===== src/rtl/mips_pkg.sv =====
// Shared definitions for the MIPS execute core: widths, ALU function codes, immediate helper.
// Optional feature macro: ALU_NOR_EN (alucontrol 011 computes NOR instead of zero).
package mips_pkg;

  localparam int XLEN       = 32;
  localparam int REG_ADDR_W = 5;
  localparam int NUM_REGS   = 32;

  localparam logic [2:0] ALU_AND  = 3'b000;
  localparam logic [2:0] ALU_OR   = 3'b001;
  localparam logic [2:0] ALU_ADD  = 3'b010;
  localparam logic [2:0] ALU_NOR  = 3'b011;
  localparam logic [2:0] ALU_ANDN = 3'b100;
  localparam logic [2:0] ALU_ORN  = 3'b101;
  localparam logic [2:0] ALU_SUB  = 3'b110;
  localparam logic [2:0] ALU_SLT  = 3'b111;

  function automatic logic [XLEN-1:0] sign_ext16(input logic [15:0] imm);
    return {{(XLEN-16){imm[15]}}, imm};
  endfunction

endpackage


===== src/rtl/mips_alu.sv =====
// Combinational ALU: shared 33-bit adder (bit 2 of alucontrol inverts B and injects carry),
// logic ops, signed SLT, zero flag. Build option ALU_NOR_EN enables NOR on code 011.
module mips_alu
  import mips_pkg::*;
(
  input  logic [XLEN-1:0] a,
  input  logic [XLEN-1:0] b,
  input  logic [2:0]      alucontrol,
  output logic [XLEN-1:0] result,
  output logic            zero,
  output logic            c_out
);

  logic [XLEN-1:0] b_eff;
  logic [XLEN:0]   sum;
  logic            ovf;

  always_comb begin
    b_eff = alucontrol[2] ? ~b : b;
    sum   = {1'b0, a} + {1'b0, b_eff} + {{XLEN{1'b0}}, alucontrol[2]};
    // Overflow: operands (as presented to the adder) agree in sign but the sum does not.
    ovf   = (a[XLEN-1] == b_eff[XLEN-1]) && (sum[XLEN-1] != a[XLEN-1]);
    c_out = sum[XLEN];

    result = '0;
    case (alucontrol)
      ALU_AND, ALU_ANDN: result = a & b_eff;
      ALU_OR,  ALU_ORN:  result = a | b_eff;
      ALU_ADD, ALU_SUB:  result = sum[XLEN-1:0];
`ifdef ALU_NOR_EN
      ALU_NOR:           result = ~(a | b);
`else
      ALU_NOR:           result = '0;
`endif
      ALU_SLT:           result = {{(XLEN-1){1'b0}}, sum[XLEN-1] ^ ovf};
      default:           result = '0;
    endcase

    zero = (result == '0);
  end

endmodule


===== src/rtl/mips_exec_core.sv =====
// Single-cycle MIPS execute core: 32x32 register file (no write bypass), immediate sign
// extension and the ALU with its operand-B mux. ALU_NOR_EN is forwarded to mips_alu.
module mips_exec_core
  import mips_pkg::*;
(
  input  logic                  clk,
  input  logic                  rst,
  input  logic                  reg_write,
  input  logic [REG_ADDR_W-1:0] ra1,
  input  logic [REG_ADDR_W-1:0] ra2,
  input  logic [REG_ADDR_W-1:0] wa,
  input  logic [XLEN-1:0]       wdata,
  input  logic [15:0]           imm16,
  input  logic                  alu_src,
  input  logic [2:0]            alucontrol,
  output logic [XLEN-1:0]       rd1,
  output logic [XLEN-1:0]       rd2,
  output logic [XLEN-1:0]       imm_ext,
  output logic [XLEN-1:0]       alu_result,
  output logic                  zero,
  output logic                  c_out
);

  logic [XLEN-1:0] regs_q [NUM_REGS];
  logic [XLEN-1:0] regs_d [NUM_REGS];
  logic [XLEN-1:0] alu_b;

  always_comb begin
    regs_d = regs_q;
    if (reg_write && (wa != '0)) begin
      regs_d[wa] = wdata;
    end
  end

  // Reset wins over any pending write in the same cycle.
  always_ff @(posedge clk) begin
    if (!rst) begin
      for (int i = 0; i < NUM_REGS; i++) begin
        regs_q[i] <= '0;
      end
    end else begin
      regs_q <= regs_d;
    end
  end

  always_comb begin
    rd1     = (ra1 == '0) ? '0 : regs_q[ra1];
    rd2     = (ra2 == '0) ? '0 : regs_q[ra2];
    imm_ext = sign_ext16(imm16);
    alu_b   = alu_src ? imm_ext : rd2;
  end

  mips_alu u_alu (
    .a          (rd1),
    .b          (alu_b),
    .alucontrol (alucontrol),
    .result     (alu_result),
    .zero       (zero),
    .c_out      (c_out)
  );

endmodule


===== config.mk =====
export PLATFORM = sky130hd
export DESIGN_NAME = mips_exec_core
export DESIGN_NICKNAME = d
export VERILOG_FILES = /design/src/rtl/mips_pkg.sv /design/src/rtl/mips_alu.sv /design/src/rtl/mips_exec_core.sv
export SDC_FILE = /design/constraint.sdc
export NUM_CORES = 2
export LEC_CHECK = 0
export ABC_AREA = 0
export BUFFER_PORTS_ARGS = -buffer_cell sky130_fd_sc_hd__buf_2
export CORE_MARGIN = 2
export CORE_UTILIZATION = 35
export CTS_CLUSTER_DIAMETER = 150
export CTS_CLUSTER_SIZE = 25
export DETAILED_ROUTE_END_ITERATION = 10
export HOLD_SLACK_MARGIN = 0.08
export PLACE_DENSITY = 0.54
export REMOVE_ABC_BUFFERS = 1
export SETUP_SLACK_MARGIN = 0.3
export SLEW_MARGIN = 20
export SYNTH_ARGS = -nofsm -noshare
export SYNTH_HDL_FRONTEND = slang
export SYNTH_HIERARCHICAL = 1
export SYNTH_SLANG_ARGS = --single-unit

===== constraint.sdc =====
create_clock -name clk -period 7.7 [get_ports clk]
set_input_delay 1.155 -clock clk [delete_from_list [all_inputs] [get_ports clk]]
set_output_delay 1.155 -clock clk [all_outputs]
set_load 0.1 [all_outputs]

Yosys cells after proc, flatten, opt, wreduce, memory -nomap -nowiden
Cells that the tools add are included.
{ "classes": {"add_sub_neg": 2, "magnitude_cmp": 4, "eq_ne": 9, "n_mux": 14, "bitwise_logic": 7, "n_reduce_logical": 11} }
{ "op_table": {"columns": ["op", "count"], "rows": [
  ["$bwmux W1024", 1],
  ["$bmux W32 S5", 2],
  ["$mux W32", 9],
  ["$demux W32 S5", 1],
  ["$pmux W32 S5", 1],
  ["$add A32 B32 Y33", 1],
  ["$add A33 B1 Y33", 1],
  ["$and A32 B32 Y32", 1],
  ["$logic_not A32 Y1", 1],
  ["$not A32 Y32", 1],
  ["$or A32 B32 Y32", 1],
  ["$ge A6 B6 Y1 const B", 3],
  ["$not A5 Y6", 3],
  ["$eq A3 B3 Y1 const B", 4],
  ["$logic_not A5 Y1", 2],
  ["$eq A3 B2 Y1 const B", 2],
  ["$lt A6 B1 Y1 const B", 1],
  ["$reduce_or A2 Y1", 3],
  ["$reduce_bool A5 Y1", 1],
  ["$eq A3 B1 Y1 const B", 1],
  ["$logic_and A1 B1 Y1", 3],
  ["$logic_not A3 Y1", 1],
  ["$eq A1 B1 Y1", 1],
  ["$ne A1 B1 Y1", 1],
  ["$xor A1 B1 Y1", 1]
]} }
{ "totals": {"ff_bits": 1024, "inputBits": 70, "out_inout_bits": 130, "elab_cells": 79} }

Logic depth before layout (Yosys ltp)
{ "logic_depth": {"ltp_word": 15, "ltp_mapped": 25, "depth_no_buf": 19} }

By module
Netlist, hierarchy kept.
{ "by_module_without_submodules": {"columns": ["module", "n_inst", "cells_each", "area_per_inst_um2", "seq_area_each_um2"], "rows": [
  ["mips_exec_core", 1, 6047, 55448.2, 20499.7],
  ["mips_alu", 1, 488, 3377.0, 0.0]
]} }

Worst setup path before layout
OpenSTA, ideal clock, no wires.
{ "synth_path": {"path_kind": "input to output", "start": "input ra2[0]", "end": "output zero", "arrival_ns": 10.385, "required_time_ns": 6.545, "slack_ns": -3.840, "stages": 24, "n_path_buf": 6, "path_cell_list": "buf_2 > buf_6 > and2_1 > buf_2 > buf_6 > buf_2 > a22oi_1 > a21oi_1 > a311oi_1 > mux2_1 > xor2_1 > inv_1 > ha_1 > clkbuf_1 > nand2_1 > or3_1 > o211ai_1 > nand2_1 > a221oi_1 > a21o_1 > a21oi_1 > xor2_1 > o21ai_0 > nor4_2"} }
{ "synth_between": {"elab_cells_between_ends": 19, "classes_between": "add/sub (2); eq/ne (2); mux (7); bitwise (5); reduce/logical (3)"} }
{ "synth_rtl": {"columns": ["element", "line_no", "rtl"], "rows": [
  ["start, declared", "mips_exec_core.sv:10", "input logic [REG_ADDR_W-1:0] ra2,"],
  ["$not A5 Y6 (implied by the code)", "mips_exec_core.sv:48", "rd2 = (ra2 == '0) ? '0 : regs_q[ra2];"],
  ["$bmux W32 S5", "mips_exec_core.sv:48", null],
  ["$mux W32 (implied by the code) (2 in a row)", "mips_exec_core.sv:48", null],
  ["$mux W32 (*)", "mips_exec_core.sv:48", null],
  ["net rd2[10]", "mips_exec_core.sv:17", "output logic [XLEN-1:0] rd2,"],
  ["$mux W32 (*)", "mips_exec_core.sv:50", "alu_b = alu_src ? imm_ext : rd2;"],
  ["net alu_b[10]", "mips_exec_core.sv:26", "logic [XLEN-1:0] alu_b;"],
  ["$not A32 Y32", "mips_alu.sv:19", "b_eff = alucontrol[2] ? ~b : b;"],
  ["$mux W32 (*)", "mips_alu.sv:19", null],
  ["$add A32 B32 Y33 (*)", "mips_alu.sv:20", "sum = {1'b0, a} + {1'b0, b_eff} + {{XLEN{1'b0}}, alucontrol[2]};"],
  ["$add A33 B1 Y33 (*)", "mips_alu.sv:20", null],
  ["$pmux W32 S5 (*)", "mips_alu.sv:26", "case (alucontrol)"],
  ["net alu_result[30]", "mips_exec_core.sv:19", "output logic [XLEN-1:0] alu_result,"],
  ["$logic_not A32 Y1 (*)", "mips_alu.sv:39", "zero = (result == '0);"],
  ["end, declared", "mips_exec_core.sv:20", "output logic zero,"]
]} }
The timed path passes the listed nets; every way through them passes the cells marked *. The select of a mux whose other input is x is not followed.

Worst setup path after layout
{ "layout_path": {"start": "input ra2[0]", "end": "output zero"} }
{ "layout_between": {"elab_chain_len": 15, "elab_cells_between_ends": 19, "classes_between": "add/sub (2); eq/ne (2); mux (7); bitwise (5); reduce/logical (3)"} }
{ "layout_rtl": {"columns": ["element", "line_no", "rtl"], "rows": [
  ["$not A5 Y6 (implied by the code)", "mips_exec_core.sv:48", null],
  ["$bmux W32 S5", "mips_exec_core.sv:48", null],
  ["$mux W32 (implied by the code) (2 in a row)", "mips_exec_core.sv:48", null],
  ["$mux W32 (*)", "mips_exec_core.sv:48", null],
  ["$mux W32 (*)", "mips_exec_core.sv:50", null],
  ["net alu_b[7]", "mips_exec_core.sv:26", null],
  ["$not A32 Y32", "mips_alu.sv:19", null],
  ["$mux W32 (*)", "mips_alu.sv:19", null],
  ["$add A32 B32 Y33", "mips_alu.sv:20", null],
  ["$add A33 B1 Y33", "mips_alu.sv:20", null],
  ["$ne A1 B1 Y1", "mips_alu.sv:22", "ovf = (a[XLEN-1] == b_eff[XLEN-1]) && (sum[XLEN-1] != a[XLEN-1]);"],
  ["$logic_and A1 B1 Y1", "mips_alu.sv:22", null],
  ["$xor A1 B1 Y1", "mips_alu.sv:35", "ALU_SLT: result = {{(XLEN-1){1'b0}}, sum[XLEN-1] ^ ovf};"],
  ["$pmux W32 S5 (*)", "mips_alu.sv:26", null],
  ["$logic_not A32 Y1 (*)", "mips_alu.sv:39", null]
]} }
Marked as above.

==> impl_metrics.py <==
metrics = {
    "placed_design": {
        "place.gp.congestion": 0.919,
        "port_buffers": 199,
        "dpl_worst_slack_ns": -0.787,
        "dpl.hpwl_um": 166000,
    },
    "cts": {
        "clock_sinks": 1024,
        "clock_latency_ns": 0.71,
        "cts_hold_buf": 0,
        "clk_pin_slew_ns": 0.11,
        "htreeDepth": 2,
        "cts_buffer_depth": 3,
        "cts_tree": "yes",
        "cts_buffers": 46,
        "clockRootBuffer": "clkbuf_16",
    },
    "sta": {
        "worst_slew_pin_slew_ns": 1.34,
        "slew_headroom_pct": 10.0,
        "setup_tns_ns": -0.267,
        "skew_ns": 0,
        "setup_viol": 1,
        "setup_ws_ns": -0.267,
        "finalCritPeriodShare_pct": 103,
        "rsz0062_at_grt": "yes",
        "slew_violations": 0,
        "hold_violations": 0,
        "fmax_mhz": 126,
        "post-route-min-period_ns": 7.97,
    },
    "critical_path": {
        "ff2ff_path_depth": 2,
        "critPathMaxFanout": 12,
        "crit_end": "zero",
        "cp_data_arrival_time_ns": 6.81,
        "cp_data_required_time_ns": 6.55,
        "crit_start": "ra2[0]",
        "cpPeakStageDelay_ns": 0.56,
        "path_delay_family": "compound AO/OA/AOI/OAI gates",
        "r2r_end": "regs_q[359]",
        "end_kind": "primary output",
        "crit_buf_inv": 10,
        "critical_path_class": "input pin to primary output",
        "cp-start-kind": "input pin",
        "cp.depth": 28,
        "critPathSlowestCell": "or4_4",
        "crit_top_cell": "buf_4",
        "rr_startpoint": "regs_q[359]",
        "rrSetupSlack_ns": 6.93,
    },
    "routing": {
        "wl_met2_um": 121000,
        "drt_iter0_drc": 6906,
        "vias_per_cell": 5.97,
        "remaining_drc_errors": 0,
        "drtPass1Iterations": 6,
        "route.antenna.remaining_nets": 0,
        "post_drt_wl_per_cell_um": 29.9,
        "highest_layer": "met5",
        "routed_wl_um": 264000,
        "wl_met3_um": 22900,
        "vias": 52800,
        "met1_length_um": 104000,
    },
    "synth": {
        "yosys.area.top_type": "dfxtp_1",
        "synth_xor_xnor_area_share_pct": 0.893,
        "synth_top_area_share_pct": 34.8,
        "ys_ff_latch": 1024,
        "synthArstFlopShare_pct": 0,
        "yosys.area_share.adder_pct": 1.40,
        "ys_warn_count": 6,
        "synth_area_leaders": "dfxtp_1 35%, mux4_2 15%, nand2_1 13%, a21boi_0 12%, mux2i_1 6.2%",
        "syn_area_mm2": 0.0588,
        "synth_common_cells": "2078 x nand2_1, 1024 x dfxtp_1, 955 x a21boi_0",
        "synth_top_family_by_area": "multiplexers",
        "synthMuxAreaShare_pct": 22.8,
        "synth-edff-count": 0,
        "synthSimpleGateAreaFrac_pct": 15.8,
        "synth_compound_area_share_pct": 18.3,
        "syn_inst": 6535,
        "synth_cell_type_count": 77,
        "synthesis.area_per_instance_um2": 9.00,
        "synth_most_common_cell": "nand2_1",
        "ys_seq_area_share_pct": 34.8,
        "synthFlopType": "dfxtp_1",
    },
    "global_routing": {
        "grt_pass1_wl_um": 372000,
        "grt_max_degree": 274,
        "grt_pass1_vias": 50000,
        "grt_antenna_before_repair": 10,
        "grt_use_total_pct": 29.9,
        "grt-ovfl-total": 0,
    },
    "final_layout": {
        "top_regs": "regs_q: 1024 flops",
        "fillCellCount": 16500,
        "drive_gt1_share_pct": 21.2,
        "largest-register": "regs_q",
        "largest_reg_flops": 1024,
        "fin_nets": 6763,
        "areaGrowthSynthToFinish_pct": 14.0,
    },
    "floorplanning": {
        "start_util_pct": 35.2,
        "die_area_mm2": 0.171,
        "ios": 200,
        "core_area_mm2": 0.167,
        "dieWidth_um": 414,
        "rows": 150,
        "die_h_um": 414,
    },
    "min_path": {
        "min_path_type": "register to register",
    },
    "run_status": {
        "violations": "setup timing",
        "outcome": "complete, but fails checks",
    },
    "pwr": {
        "peakVddDrop_mv": 0.165,
        "p_leak_nw": 23.4,
        "powerDensity_mw_per_mm2": 161,
    },
    "job": {
        "cap_viol_max_count": 0,
    },
}
[worst min-delay path: stages (launching register included)]
cell,delay [ns]
dfxtp_1,0.33
nand2_1,0.05
a21boi_1,0.05
[final cells by class]
class                   instances  area (µm²)  share of cell area, %
clock inverters                 2        28.8                 0.0429
diodes                          9        22.5                 0.0336
clock buffers                  48        1180                   1.76
well taps                    2204        2760                   4.11
flip-flops and latches       1024       20500                   30.6
multi-input cells            4776       35800                   53.4
repair buffers                710        6500                   9.70
inverters                      70         263                  0.392
[metrics by stage]
| stage | cells | utilization [%] | total power, mW | hold slack [ns] | instance area (µm²) |
|---|---|---|---|---|---|
| after CTS | 8817 | 39.7 | 10.8 | 0.472 | 66400 |
| after global placement | 8752 | 38.7 | 7.82 | 0.454 | 64700 |
| after detailed placement | 8753 | 38.7 | 7.82 | 0.457 | 64700 |
| after global routing | 8838 | 40.1 | 11.1 | 0.500 | 67000 |
| final | 8843 | 40.1 | 10.8 | 0.476 | 67000 |
| after floorplan | 5870 | - | 6.53 | 0.442 | 55600 |
[logic make-up after synthesis]
family,Yosys count
adder cells (fa/ha/maj),65
buffers and inverters,735
XOR/XNOR,60
AND/OR/NAND/NOR,2348
flip-flops,1024
AO/OA/AOI/OAI,1461
multiplexers,842
[routing by layer]
metal | vias to the layer above | global-route usage (%)
li1 | 22900 | -
met1 | 26400 | 38.6
met2 | 2884 | 47.7
met3 | 663 | 5.03
met4 | 8 | 16.0
met5 | - | 0
[what timing repair did]
item | in CTS | in global routing
cloned | 3 | 5
gates resized for setup | 48 | 75
pin swaps | 9 | 11
endpoints found under the hold margin | 0 | 0
setup endpoints to repair | 14 | 9
setup buffers | 11 | 12
[cells in the final DEF (no fill, tap or decap), drive strengths merged, types with 37 or more instances in the layout]
cell    instances
nand2        2078
dfxtp        1024
a21boi        995
buf           703
mux4          389
mux2i         363
a22oi         131
a21oi         104
nor2          104
mux2           90
inv            72
ha             64
clkbuf         54
o21ai          53
xor2           48
and2           37
[report_power, final]
part | switching, mW | leakage [nW] | internal, mW | total (mW)
sequential | 0.0305 | 8.25 | 5.33 | 5.36
combinational | 1.59 | 14.6 | 0.887 | 2.47
clock | 1.87 | 0.595 | 1.11 | 2.98
[worst min path at each step]
stage                     start          end  cells past startpoint
floorplan           regs_q[399]  regs_q[399]                      2
CTS                 regs_q[434]  regs_q[434]                      2
detailed placement  regs_q[434]  regs_q[434]                      2
global placement    regs_q[434]  regs_q[434]                      2
finish              regs_q[434]  regs_q[434]                      2
global route        regs_q[389]  regs_q[389]                      2
Power figures use the tool's default switching activity.
